### config.mk
export PLATFORM = sky130hd
export DESIGN_NAME = cc_level_sequencer
export DESIGN_NICKNAME = d
export VERILOG_FILES = /design/src/rtl/cc_level_sequencer.sv
export SDC_FILE = /design/constraint.sdc
export NUM_CORES = 1
export LEC_CHECK = 0
export CELL_PAD_IN_SITES_DETAIL_PLACEMENT = 0
export CELL_PAD_IN_SITES_GLOBAL_PLACEMENT = 1
export CORE_MARGIN = 2
export CORE_UTILIZATION = 32
export DETAILED_ROUTE_END_ITERATION = 8
export GPL_ROUTABILITY_DRIVEN = 0
export GPL_TIMING_DRIVEN = 0
export PLACE_DENSITY_LB_ADDON = 0.2
export SLEW_MARGIN = 20
export SYNTH_ARGS = -nofsm -noshare
export SYNTH_HDL_FRONTEND = slang
export SYNTH_SLANG_ARGS = --single-unit
### constraint.sdc
create_clock -name CC_LEVEL_SEQUENCER_CLOCK_50 -period 2 [get_ports CC_LEVEL_SEQUENCER_CLOCK_50]
set_clock_uncertainty 0.05 [all_clocks]
set_input_delay 0.4 -clock CC_LEVEL_SEQUENCER_CLOCK_50 [delete_from_list [all_inputs] [get_ports CC_LEVEL_SEQUENCER_CLOCK_50]]
set_output_delay 0.4 -clock CC_LEVEL_SEQUENCER_CLOCK_50 [all_outputs]
set_load 0.02 [all_outputs]
### src/rtl/cc_level_sequencer.sv
// Level sequencer: walks each level row by row, offers non-empty rows to the
// consumer, advances on road-scroll ticks and pauses between levels.
module cc_level_sequencer #(
  parameter int DATAWIDTH               = 8,
  parameter int CURRENTLEVEL_DATAWIDTH  = 3,
  parameter int LEVELPROGRESS_DATAWIDTH = 5,
  parameter int LVL1_LENGTH             = 10,
  parameter int LVL2_LENGTH             = 15,
  parameter int LVL3_LENGTH             = 20,
  parameter int PAUSE_TICKS             = 4
) (
  input  logic                               CC_LEVEL_SEQUENCER_CLOCK_50,
  input  logic                               CC_LEVEL_SEQUENCER_RESET_InLow,
  input  logic                               CC_LEVEL_SEQUENCER_Start_In,
  input  logic                               CC_LEVEL_SEQUENCER_Abort_In,
  input  logic                               CC_LEVEL_SEQUENCER_StepTick_In,
  input  logic                               CC_LEVEL_SEQUENCER_RowAck_In,
  input  logic [DATAWIDTH-1:0]               CC_LEVEL_SEQUENCER_LevelData_InBus,
  output logic [LEVELPROGRESS_DATAWIDTH-1:0] CC_LEVEL_SEQUENCER_LvlProgress_OutBus,
  output logic [CURRENTLEVEL_DATAWIDTH-1:0]  CC_LEVEL_SEQUENCER_CurrentLvl_OutBus,
  output logic [DATAWIDTH-1:0]               CC_LEVEL_SEQUENCER_RowData_OutBus,
  output logic                               CC_LEVEL_SEQUENCER_RowValid_Out,
  output logic                               CC_LEVEL_SEQUENCER_LevelDone_Out,
  output logic                               CC_LEVEL_SEQUENCER_GameDone_Out
);

  localparam int CW = CURRENTLEVEL_DATAWIDTH;
  localparam int LW = LEVELPROGRESS_DATAWIDTH;
  localparam int PW = (PAUSE_TICKS > 1) ? $clog2(PAUSE_TICKS) : 1;

  localparam logic [2:0] S_IDLE  = 3'd0;
  localparam logic [2:0] S_FETCH = 3'd1;
  localparam logic [2:0] S_OFFER = 3'd2;
  localparam logic [2:0] S_WAIT  = 3'd3;
  localparam logic [2:0] S_LDONE = 3'd4;
  localparam logic [2:0] S_PAUSE = 3'd5;
  localparam logic [2:0] S_GDONE = 3'd6;

  localparam logic [CW-1:0] LVL_1 = CW'(2);
  localparam logic [CW-1:0] LVL_2 = CW'(4);
  localparam logic [CW-1:0] LVL_3 = CW'(6);
  localparam logic [PW-1:0] PAUSE_LAST = PW'(PAUSE_TICKS - 1);

  logic                 clk;
  logic                 rst_n;
  logic                 start;
  logic                 abort;
  logic                 tick;
  logic                 ack;
  logic [DATAWIDTH-1:0] data_in;

  logic [2:0]           state;
  logic [CW-1:0]        lvl;
  logic [LW-1:0]        prog;
  logic [DATAWIDTH-1:0] row_data;
  logic                 row_valid;
  logic                 level_done;
  logic                 game_done;
  logic                 pending;
  logic [PW-1:0]        pause_cnt;
  logic [LW-1:0]        lvl_len;

  assign clk     = CC_LEVEL_SEQUENCER_CLOCK_50;
  assign rst_n   = CC_LEVEL_SEQUENCER_RESET_InLow;
  assign start   = CC_LEVEL_SEQUENCER_Start_In;
  assign abort   = CC_LEVEL_SEQUENCER_Abort_In;
  assign tick    = CC_LEVEL_SEQUENCER_StepTick_In;
  assign ack     = CC_LEVEL_SEQUENCER_RowAck_In;
  assign data_in = CC_LEVEL_SEQUENCER_LevelData_InBus;

  assign CC_LEVEL_SEQUENCER_LvlProgress_OutBus = prog;
  assign CC_LEVEL_SEQUENCER_CurrentLvl_OutBus  = lvl;
  assign CC_LEVEL_SEQUENCER_RowData_OutBus     = row_data;
  assign CC_LEVEL_SEQUENCER_RowValid_Out       = row_valid;
  assign CC_LEVEL_SEQUENCER_LevelDone_Out      = level_done;
  assign CC_LEVEL_SEQUENCER_GameDone_Out       = game_done;

  always_comb begin
    lvl_len = LW'(LVL1_LENGTH);
    if (lvl == LVL_2)
      lvl_len = LW'(LVL2_LENGTH);
    else if (lvl == LVL_3)
      lvl_len = LW'(LVL3_LENGTH);
  end

  always_ff @(posedge clk) begin
    if (!rst_n) begin
      state      <= S_IDLE;
      lvl        <= '0;
      prog       <= '0;
      row_data   <= '0;
      row_valid  <= 1'b0;
      level_done <= 1'b0;
      game_done  <= 1'b0;
      pending    <= 1'b0;
      pause_cnt  <= '0;
    end else if (abort) begin
      // Abort in IDLE is harmless: every register is already clear there.
      state      <= S_IDLE;
      lvl        <= '0;
      prog       <= '0;
      row_data   <= '0;
      row_valid  <= 1'b0;
      level_done <= 1'b0;
      game_done  <= 1'b0;
      pending    <= 1'b0;
      pause_cnt  <= '0;
    end else begin
      level_done <= 1'b0;
      case (state)
        S_IDLE, S_GDONE: begin
          row_valid <= 1'b0;
          if (start) begin
            lvl       <= LVL_1;
            prog      <= LW'(1);
            game_done <= 1'b0;
            pending   <= 1'b0;
            state     <= S_FETCH;
          end
        end
        S_FETCH: begin
          row_data  <= data_in;
          row_valid <= |data_in;
          if (tick)
            pending <= 1'b1;
          state <= (|data_in) ? S_OFFER : S_WAIT;
        end
        S_OFFER: begin
          if (tick)
            pending <= 1'b1;
          if (ack) begin
            row_valid <= 1'b0;
            state     <= S_WAIT;
          end
        end
        S_WAIT: begin
          if (tick || pending) begin
            pending <= 1'b0;
            if (prog < lvl_len) begin
              prog  <= prog + LW'(1);
              state <= S_FETCH;
            end else begin
              level_done <= 1'b1;
              state      <= S_LDONE;
            end
          end
        end
        S_LDONE: begin
          if (lvl == LVL_3) begin
            game_done <= 1'b1;
            state     <= S_GDONE;
          end else begin
            lvl       <= lvl + CW'(2);
            prog      <= LW'(1);
            pause_cnt <= '0;
            state     <= S_PAUSE;
          end
        end
        S_PAUSE: begin
          if (tick) begin
            if (pause_cnt == PAUSE_LAST) begin
              pause_cnt <= '0;
              state     <= S_FETCH;
            end else begin
              pause_cnt <= pause_cnt + PW'(1);
            end
          end
        end
        default: begin
          state     <= S_IDLE;
          row_valid <= 1'b0;
        end
      endcase
    end
  end

endmodule

After elaboration in Yosys (flattened, before gate mapping)

Index checks and enable logic that the tools add are counted.

Mux-type cells: 32
Reductions and logical operators: 19
Bitwise operators: 4
Add/subtract/negate cells: 3
Order comparisons: 1
Eq/ne operators: 18

Operator list:

| kind                                                            | count |
|---|---|
| 5-bit 2-to-1 mux                                                | 6 |
| 3-bit 2-to-1 mux                                                | 8 |
| 3-bit case mux with 6 select lines                              | 1 |
| 2-bit != test, second input constant                            | 8 |
| 3-bit == test, second input constant                            | 5 |
| 5-bit case mux with 3 select lines                              | 1 |
| 5-bit AND reduction                                             | 2 |
| 3-bit AND reduction                                             | 3 |
| 2-bit 2-to-1 mux                                                | 4 |
| 8-bit OR reduction                                              | 1 |
| 1-bit 2-to-1 mux                                                | 7 |
| 3-bit by 2-bit == test with 1-bit output, second input constant | 2 |
| 1-bit case mux with 3 select lines                              | 2 |
| 3-bit case mux with 2 select lines                              | 1 |
| 3-bit nonzero test                                              | 2 |
| 2-bit OR reduction                                              | 3 |
| 5-bit by 1-bit adder with 5-bit output, second input constant   | 1 |
| 5-bit less-than comparator                                      | 1 |
| 1-bit NOT                                                       | 4 |
| 2-bit case mux with 2 select lines                              | 1 |
| 4-bit AND reduction                                             | 1 |
| 2-bit nonzero test                                              | 2 |
| 4-bit OR reduction                                              | 1 |
| 3-bit by 2-bit adder with 3-bit output, second input constant   | 1 |
| 9 further kinds                                                 | 9 |

Bits in registers: 25
Word-level logic and storage cells: 86
Bits of input ports: 14

Logic depth before layout (Yosys ltp)

Gate-level depths: netlist of the first run.

Depth in word-level cells: 7
Gate-level depth with buffers: 9
Depth with buffers taken out: 9

Least setup slack after synthesis of the first run

OpenSTA, ideal clock, no wires.

Path kind: register -> register
Start: register lvl[1] (netlist: CC_LEVEL_SEQUENCER_CurrentLvl_OutBus[1])
End: register prog[4] (netlist: CC_LEVEL_SEQUENCER_LvlProgress_OutBus[4])
Data arrival time: 2244 ps
Path slack: -364 ps
Clock period less this slack: 2364 ps
Cell stages (with the launch flop): 9
Data required time: 1880 ps
Path through: dfxtp_1 -> ha_1 -> nor2_1 -> ha_1 -> a21o_1 -> a31oi_1 -> o21ai_1 -> or4_1 -> a21boi_1

Longest elaborated chain between the ends: 6

Ends and longest elaborated chain:

| element                                | RTL line | RTL |
|---|---|---|
| from (decl)                            | 53       | `logic [CW-1:0] lvl;` |
| from (signal assigned)                 | 153      | `lvl <= lvl + CW'(2);` |
| 3-bit == test                          | 82, 149  |  |
| 5-bit 2-to-1 mux                       | 82       | `else if (lvl == LVL_3)` |
| 5-bit 2-to-1 mux                       | 80       | `if (lvl == LVL_2)` |
| 5-bit less-than comparator             | 139      | `if (prog < lvl_len) begin` |
| 2-bit != test (no source line)         | --       |  |
| 5-bit AND reduction (no source line) * | --       |  |
| to (signal assigned)                   | 140      | `prog <= prog + LW'(1);` |
| to (decl)                              | 54       | `logic [LW-1:0] prog;` |

Every way passes the cells marked *; elsewhere a longest branch is shown, timed or not.
A chain may end at the register's enable or synchronous reset.

Final worst setup path of the first run

Same ends and word-level chain as after synthesis.

==> results, run 1 <==
- The cell area after synthesis is 1370 sq um.
- Counting flops with a built-in enable in the synthesized netlist gives 0.
- The boundary pin count is 33.
- The clock latency on the worst-skew pair is 0.27 ns.
- The post-route met1 wirelength is 1.64 mm.
- The share of layout cells above drive strength 1 is 0.176.
- A synthesized cell averages 8.56 sq um.
- Measured against its own limit, the worst slew margin works out to 0.522.
- The dominant synthesized flop cell is sky130_fd_sc_hd__dfxtp_1.
- Data arrives at the worst endpoint at 2.23 ns.
- By startpoint and endpoint, the worst setup path is classified as reg2reg.
- The global-route total usage across every layer is 0.152.
- Counting buffers and inverters, the worst setup path is 9 cells deep.
- After floorplanning, the core was divided into 23 placement rows.
- STA classifies the critical path startpoint as a register.
- For this run the aggregate overflow at the end of global routing stands at 0.
- The routed wirelength normalized by instance count is 14.0 um.
- The final-report max-slew violation count is 0.
- The pin slew with the least headroom to its limit is 0.706 ns.
- Measured in cells, the most critical reg-to-reg path has a length of 9.
- The global-route wire length before repair is 5.99 mm.
- The register clock-pin slew on the reported worst setup and hold paths is 0.09 ns.
- The total area inside the core boundary comes to 4060 sq um.
- Summing all non-filler instances in the final layout gives an area of 1960 sq um.
- The final core area utilization is 0.483.
- The tool flagged a number of max-cap violations equal to 0.
- Together, buffers and inverters on the worst path number 1.
- The overall die area is 4820 sq um.
- The number of global-route vias before repair came to 1300.
- The checks that failed: negative setup slack.
- The initial utilization of the core area, before any placement, comes to 0.338.
- Static timing analysis puts the maximum clock frequency at 483 MHz.
- The detailed-route wire length is 3.56 mm.
- The initial antenna violation count was 0.
- During synthesis, Yosys emitted a total of 0 warnings.
- The number of inserted diodes is 0.
- Among all stages on the critical path, the largest delay is contributed by sky130_fd_sc_hd__or4_1.
- Synthesis produced a netlist with a net count of 183.
- Among the stages of the critical path, the cell type that occurs most often is sky130_fd_sc_hd__ha_4.
- Yosys mapped the design onto 43 distinct sky130hd cell types.
- Before CTS, the worst setup slack after placement is -0.254 ns.
- CTS built an H-tree with a depth of 1.
- The maximum buffer depth of the clock tree is 2.
- The number of hold-slack violations in the final timing report is 0.
- The final net count is 228.
- The die height is 69.4 um.
- For this design, the sink count on the clock tree is 24.
- Once placement finished, the instance area stood at 1790 sq um.
- Setup repair after global routing could not meet its margin everywhere.
- The time the final worst path needs with I/O delays and setup is 2.07 ns.
- In the post-route analysis, the smallest setup slack over all paths is -0.0697 ns.
- The stage delay of the slowest cell on the critical path is 0.47 ns.
- The number of design-rule violations left by the first detailed-router iteration is 34.
- The maximum number of pins on one net before global-route repair is 14.
- The critical path goes through inv_2, ha_4, nor2_4, ha_4, a21o_1, a31oi_4, o21ai_4, or4_1, a21boi_1.
- TritonCTS built the clock tree.
- The termination of the worst setup path is CC_LEVEL_SEQUENCER_LvlProgress_OutBus[4]$_SDFFE_PP0P_.
- The number of instances in the synthesized netlist is 160.
- After detailed routing, the number of remaining DRC violations is 0.
- Across all register-to-register paths, the minimum setup slack is -0.07 ns.
- The number of buffers added by the clock tree synthesis step is 3.
- The run finished, with violations left.
- After detailed routing, no signal wire sits above met4.
- IR analysis of the VDD net gives a maximum drop of 0.389 mV.
- The largest driver fanout on the critical path is 8.
- The remaining number of nets flagged by the antenna check after routing is 0.
- The placed wire-length estimate after detailed placement is 2.63 mm.
- The routed design uses 114 um of met3 wire.
- Measured along the x axis, the die boundary spans 69.4 um.
- The sequential-to-total area share from yosys stat is 0.351.
- The root buffer cell is sky130_fd_sc_hd__clkbuf_8.
- Setup violations remaining at the end of the flow were counted as 4.
- For this design the ratio of total power to cell area is 482 nW/um^2.
- The share of the clock period used by the worst path is 1.03.
- After synthesis, the share of flip-flops with an asynchronous set or reset is 0.
- The cell family contributing the most delay on the critical path is compound AO/OA/AOI/OAI gates.
- The launch instance of the worst register-to-register path is CC_LEVEL_SEQUENCER_CurrentLvl_OutBus[1]$_SDFFE_PP0P_.
- The reported leakage power is 0.000715 uW.
- The area growth from synthesis to layout is 42.9%.
- STA puts the critical path data required time at 2.16 ns.
- The endpoint type of the worst setup path is a register.
- In this run the worst hold path is classified as reg2reg.
- The detailed router placed 1316 vias in this run.
- The count of input and output buffers is 31.
- In the routed layout, each cell is associated on average with a via count of 5.18.
- In the detailed route, the total length drawn on met2 is 1.75 mm.
- The post-synthesis register bit count is 24.
- The number of iterations in the first detailed-routing pass is 4.
- The launching instance or port of the critical path is CC_LEVEL_SEQUENCER_CurrentLvl_OutBus[1]$_SDFFE_PP0P_.
- The reg-to-reg critical path endpoint is CC_LEVEL_SEQUENCER_LvlProgress_OutBus[4]$_SDFFE_PP0P_.
[tightest hold or removal path, stage by stage (launching register included)]
cell and delay, ns:
sky130_fd_sc_hd__dfxtp_1 0.32, sky130_fd_sc_hd__nand2_1 0.06, sky130_fd_sc_hd__a21oi_1 0.05
[layout make-up]
| type | count | area [sq um] |
|---|---|---|
| Multi-Input combinational cell | 122 | 902 |
| Buffer | 10 | 67.6 |
| Fill cell | 411 | 2100 |
| Inverter | 4 | 15.0 |
| Timing Repair Buffer | 40 | 378 |
| Tap cell | 50 | 62.6 |
| Clock inverter | 1 | 3.75 |
| Clock buffer | 3 | 41.3 |
| Sequential cell | 24 | 488 |
[timing repair]
item,in CTS,in global routing
setup endpoints to repair,5,7
gates resized for setup,5,5
hold buffers,0,0
setup buffers,6,3
pin swaps,4,7
[worst min path at each step]
stage / start / end / depth (start not counted)
final: pause_cnt[1]$_SDFFE_PP0P_ / pause_cnt[1]$_SDFFE_PP0P_ / 2
after CTS: pause_cnt[1]$_SDFFE_PP0P_ / pause_cnt[1]$_SDFFE_PP0P_ / 2
after detailed placement: pause_cnt[1]$_SDFFE_PP0P_ / pause_cnt[1]$_SDFFE_PP0P_ / 2
after global placement: pause_cnt[1]$_SDFFE_PP0P_ / pause_cnt[1]$_SDFFE_PP0P_ / 2
after floorplan: pause_cnt[1]$_SDFFE_PP0P_ / pause_cnt[1]$_SDFFE_PP0P_ / 2
after global routing: pause_cnt[1]$_SDFFE_PP0P_ / pause_cnt[1]$_SDFFE_PP0P_ / 2
[cells by family after synthesis]
kind of cell	synth area share
mux	0.0658
simple gates	0.237
buf+inv	0.0603
fa+ha+maj	0.0895
compound gates	0.194
flops	0.351
other cells	0.00274
[Yosys cell counts, types with 3 or more instances]
cell type,number,area share
sky130_fd_sc_hd__nor2b_1,3,0.014
sky130_fd_sc_hd__o31ai_1,3,0.016
sky130_fd_sc_hd__nand2b_1,6,0.027
sky130_fd_sc_hd__nand3_1,5,0.018
sky130_fd_sc_hd__ha_1,9,0.082
sky130_fd_sc_hd__buf_2,3,0.011
sky130_fd_sc_hd__clkbuf_1,3,0.0082
sky130_fd_sc_hd__buf_6,3,0.025
sky130_fd_sc_hd__nand2_1,15,0.041
sky130_fd_sc_hd__nand4_1,3,0.014
sky130_fd_sc_hd__a21oi_1,12,0.044
sky130_fd_sc_hd__dfxtp_1,24,0.35
sky130_fd_sc_hd__inv_1,4,0.011
sky130_fd_sc_hd__mux2i_1,9,0.066
sky130_fd_sc_hd__nor2_1,17,0.047
sky130_fd_sc_hd__o21ai_0,7,0.026
[placed cells by master, fill, tap and decap left out, drive strengths merged, types with 2 or more instances in the layout]
cell type      instances
a21boi                 3
a21o                   2
a21oi                 12
a31oi                  2
buf                   16
clkbuf                 6
clkdlybuf4s50         31
dfxtp                 24
ha                     9
inv                    4
mux2i                  9
nand2                 15
nand2b                 6
nand3                  6
nand4                  3
nor2                  17
nor2b                  4
nor3                   2
nor4                   2
o211ai                 2
o21ai                  8
o31ai                  3
or4                    2
[report_power, final]
group	switching, uW	internal, uW	leakage (uW)
combinational	83.2	75.5	0.000496
sequential	7.55	485	0.000196
clock	155	137	0.0000231
[registers in the layout (all words and copies together), names as in the netlist]
name	cells
CC_LEVEL_SEQUENCER_CurrentLvl_OutBus	2
CC_LEVEL_SEQUENCER_GameDone_Out	1
CC_LEVEL_SEQUENCER_LevelDone_Out	1
CC_LEVEL_SEQUENCER_LvlProgress_OutBus	5
CC_LEVEL_SEQUENCER_RowData_OutBus	8
CC_LEVEL_SEQUENCER_RowValid_Out	1
pause_cnt	2
pending	1
state	3
[stage by stage]
step / cells / TNS [ns] / power, uW / hold slack, ns
final: 254 / -0.145 / 943 / 0.433
after global routing: 254 / -0.637 / 998 / 0.465
after CTS: 251 / -0.141 / 962 / 0.437
after detailed placement: 241 / -0.932 / 658 / 0.423
after global placement: 241 / -0.701 / 655 / 0.394
after floorplan: 160 / -0.129 / 594 / 0.386
[routing by layer]
| layer | GRT usage | vias to the layer above |
|---|---|---|
| li1 | - | 657 |
| met1 | 0.185 | 628 |
| met2 | 0.264 | 24 |
| met3 | 0.0334 | 7 |
| met4 | 0.0501 | 0 |
| met5 | 0 | - |
Power figures use the tool's default switching activity.
==> run 2, diff against run 1 <==
--- a/config.mk
+++ b/config.mk
@@ -9,6 +9,7 @@
 export CELL_PAD_IN_SITES_GLOBAL_PLACEMENT = 1
 export CORE_MARGIN = 2
 export CORE_UTILIZATION = 32
+export CTS_BUF_LIST = sky130_fd_sc_hd__clkbuf_16
 export DETAILED_ROUTE_END_ITERATION = 8
 export GPL_ROUTABILITY_DRIVEN = 0
 export GPL_TIMING_DRIVEN = 0
==> run 2 against run 1 <==
Compared with the run above: the flow still finishes with violations (negative setup slack); clock power up 48%; sequential power barely moved; final cell count stayed put; combinational power barely moved; register-to-register slack is essentially flat; largest power group unchanged; highest routed layer unchanged.
==> results, run 2 (same netlist as run 1, synthesis figures left out) <==
- The share of layout cells above drive strength 1 is 0.176.
- In the final timing run, aggregate negative setup slack is -0.123 ns.
- The startpoint identified for the worst hold timing path is pause_cnt[1]$_SDFFE_PP0P_.
- The first global-routing pass estimated 5.98 mm of wire.
- The completed layout was analyzed and its total power is 1090 uW.
- In this run the static leakage power is 0.000731 uW.
- The worst setup path is captured at a register.
- The slowest stage of the critical path is the sky130_fd_sc_hd__or4_1 cell.
- For this run, the slowest stage of the critical path takes 0.47 ns.
- The cell area reported after detailed placement is 1790 sq um.
- Counting cells, the worst reg-to-reg path comes to 9.
- The worst register-to-register path ends at CC_LEVEL_SEQUENCER_LvlProgress_OutBus[4]$_SDFFE_PP0P_.
- The total clock sinks is 24.
- The effective utilization at floorplan is 0.338.
- The logic gate share of total power is 0.146.
- The wire-length estimate of the detail-placed layout is 2.63 mm.
- The final routed DRC violation total is 0.
- The power density normalized to cell area is 545 nW/um^2.
- The worst min-delay path category is reg2reg.
- The worst pin sits at a relative slew slack of 0.511.
- The total of max-cap violations is 0.
- The total instance count after detailed placement is 241.
- Of the available clock period, the critical path in the final layout requires 1.03.
- The initial antenna violation count is 0.
- The slack of the worst reg-to-reg path is -0.06 ns.
- Leaving out fill and tap cells, the most frequent cells in the layout are sky130_fd_sc_hd__clkdlybuf4s50_1, sky130_fd_sc_hd__dfxtp_1, sky130_fd_sc_hd__nor2_1.
- The number of hold-slack violations in the final timing report was 0.
- The worst path in the final design needs a cycle of 2.06 ns, including I/O delays and setup.
- Of the total power, registers draw 0.454.
- The worst hold path terminates at pause_cnt[1]$_SDFFE_PP0P_.
- The later pin in the worst-skew pair is clocked with a latency of 0.26 ns.
- The final-report max-slew violation count is 0.
- The worst-case vdd ir drop is 0.392 mV.
- In this run the tool buffered the top-level ports with 31 buffer cells.
- In this run the horizontal extent of the chip is 69.4 um.
- Setup repair after global routing could not meet its margin everywhere.
- The first detailed-routing pass took 4 iterations.
- The pin slew with the least headroom to its limit is 0.721 ns.
- Summed over all layers, the routed wires come to 3.56 mm.
- In the routed layout, each cell is associated on average with a via count of 5.17.
- The launch instance of the worst register-to-register path is CC_LEVEL_SEQUENCER_CurrentLvl_OutBus[1]$_SDFFE_PP0P_.
- Summed over all layers, the global routing overflow is 0.
- The kind of start point of the critical path is a register.
- The setup path with the least slack is of type reg2reg.
- The number of global-route vias before repair came to 1299.
- Once routing completed, OpenROAD measured the worst setup slack at -0.0643 ns.
- The run finished, with violations left.
- Setup violations remaining at the end of the flow were counted as 4.
- In this run the core area contains 23 standard-cell rows.
- The filler cells instantiated in the layout total 405.
- After clock tree synthesis, the clock-pin slew on the worst setup and hold paths is 0.06 ns.
- The count of H-tree levels built during CTS is 1.
- The remaining number of nets flagged by the antenna check after routing is 0.
- Along the worst path, the maximum fanout reaches 8.
- The floorplan step defined a die boundary enclosing 4820 sq um.
- The power share of the clock group is 0.400.
- Hold timing on the final database bottoms out at a slack of 0.431 ns.
- The final net count is 228.
- The net switching share of the total power is 0.238.
- Leaving out fill and tap cells, the most frequent cell in the layout is sky130_fd_sc_hd__clkdlybuf4s50_1.
- The signed area change from the synthesized netlist to the final layout is 45.4%.
- Internal power comes to 828 uW.
- The count of non-filler cells in the finished layout is 254.
- The most numerous cell type found on the critical path is sky130_fd_sc_hd__ha_4.
- For this design the total switching power over the nets is 258 uW.
- The number of cells on the worst hold path is 2.
- STA puts the critical path data arrival time at 2.21 ns.
- The floorplan step set the die height to 69.4 um.
- The checks that failed: negative setup slack.
- For this run, the total global-route usage over all layers was measured as 0.152.
- With fillers left out, the area of the finished cells amounts to 1990 sq um.
- The upper clock frequency limit is 484 MHz.
- The overall via count from detail_route is 1313.
- The tree is rooted in a sky130_fd_sc_hd__clkbuf_16.
- The flip-flop count of the largest register after layout is 8.
- Walking the worst path, the cells encountered are inv_2, ha_4, nor2_4, ha_4, a21o_1, a31oi_4, o21ai_4, or4_1, a21boi_1.
- In this run the deepest clock path goes through 2 buffers.
- The boundary pin count is 33.
- TritonCTS built the clock tree.
- STA puts the critical path data required time at 2.14 ns.
- The standard cell core area is 4060 sq um.
- The count of hold buffers inserted by post-cts repair is 0.
- The maximum number of pins on one net before global-route repair is 14.
- The number of antenna diodes in the final layout is 0.
- The number of buffers added by the clock tree synthesis step is 3.
- After the first detailed-routing iteration, the DRC count stood at 32.
- The routed wirelength normalized by instance count is 14.0 um.
run 2: final cells by class:
cell class	count	area (sq um)	share of cell area
clock inverters	1	3.75	0.00188
repair buffers	40	378	0.190
multi-input cells	122	902	0.453
clock buffers	3	75.1	0.0377
inverters	4	15.0	0.00754
plain buffers	10	67.6	0.0339
flip-flops and latches	24	488	0.245
well taps	50	62.6	0.0314
run 2: through the flow:
stage | setup WS, ns | utilization
2_1_floorplan | -0.0855 | -
3_3_place_gp | -0.184 | 0.440
4_1_cts | -0.0736 | 0.478
3_5_place_dp | -0.254 | 0.440
5_1_grt | -0.146 | 0.491
6_report | -0.0643 | 0.491
run 2: timing repair:
item                       CTS  global route
setup endpoints to repair    5             7
setup buffers                6             3
cloned                       0             0
resized for setup            5             5
pin swaps                    4             7
run 2: per-layer routing:
metal	vias up	share of wire	GRT usage
met3	4	0.030	0.0334
met4	0	0.011	0.0501
met1	630	0.46	0.186
li1	658	-	-
met5	-	0	0
met2	21	0.50	0.263
run 2: worst max-delay path by stage:
stage / to / slack, ns / from
6_report: CC_LEVEL_SEQUENCER_LvlProgress_OutBus[4]$_SDFFE_PP0P_ / -0.06 / CC_LEVEL_SEQUENCER_CurrentLvl_OutBus[1]$_SDFFE_PP0P_
3_3_place_gp: state[2]$_SDFFE_PP0P_ / -0.18 / CC_LEVEL_SEQUENCER_Start_In
3_5_place_dp: CC_LEVEL_SEQUENCER_LvlProgress_OutBus[3]$_SDFFE_PP0P_ / -0.25 / CC_LEVEL_SEQUENCER_StepTick_In
5_1_grt: CC_LEVEL_SEQUENCER_LvlProgress_OutBus[4]$_SDFFE_PP0P_ / -0.15 / CC_LEVEL_SEQUENCER_CurrentLvl_OutBus[1]$_SDFFE_PP0P_
2_1_floorplan: CC_LEVEL_SEQUENCER_LvlProgress_OutBus[4]$_SDFFE_PP0P_ / -0.09 / CC_LEVEL_SEQUENCER_CurrentLvl_OutBus[1]$_SDFFE_PP0P_
4_1_cts: CC_LEVEL_SEQUENCER_LvlProgress_OutBus[4]$_SDFFE_PP0P_ / -0.07 / CC_LEVEL_SEQUENCER_CurrentLvl_OutBus[1]$_SDFFE_PP0P_
run 2: critical path, delay by kind of cell (launching register included):
kind | cells | cell delay, ns
buffers and inverters | 1 | 0.04
AND/OR/NAND/NOR | 2 | 0.56
AO/OA/AOI/OAI | 4 | 0.62
adder cells (fa/ha/maj) | 2 | 0.35
flip-flops | 1 | 0.37
run 2: power groups by stage:
stage                     clock, uW  combinational [uW]  sequential [uW]
final                           434                 159              493
after detailed placement          0                 154              504
after global placement            0                 151              503
after global routing            475                 174              493
after floorplan                   0                84.0              510
after CTS                       455                 158              492
==> run 3, diff against run 2 <==
--- a/config.mk
+++ b/config.mk
@@ -5,6 +5,7 @@
 export SDC_FILE = /design/constraint.sdc
 export NUM_CORES = 1
 export LEC_CHECK = 0
+export ABC_AREA = 0
 export CELL_PAD_IN_SITES_DETAIL_PLACEMENT = 0
 export CELL_PAD_IN_SITES_GLOBAL_PLACEMENT = 1
 export CORE_MARGIN = 2
==> results of run 3 <==
Final layout, timing and power as in run 2 (identical DEF).
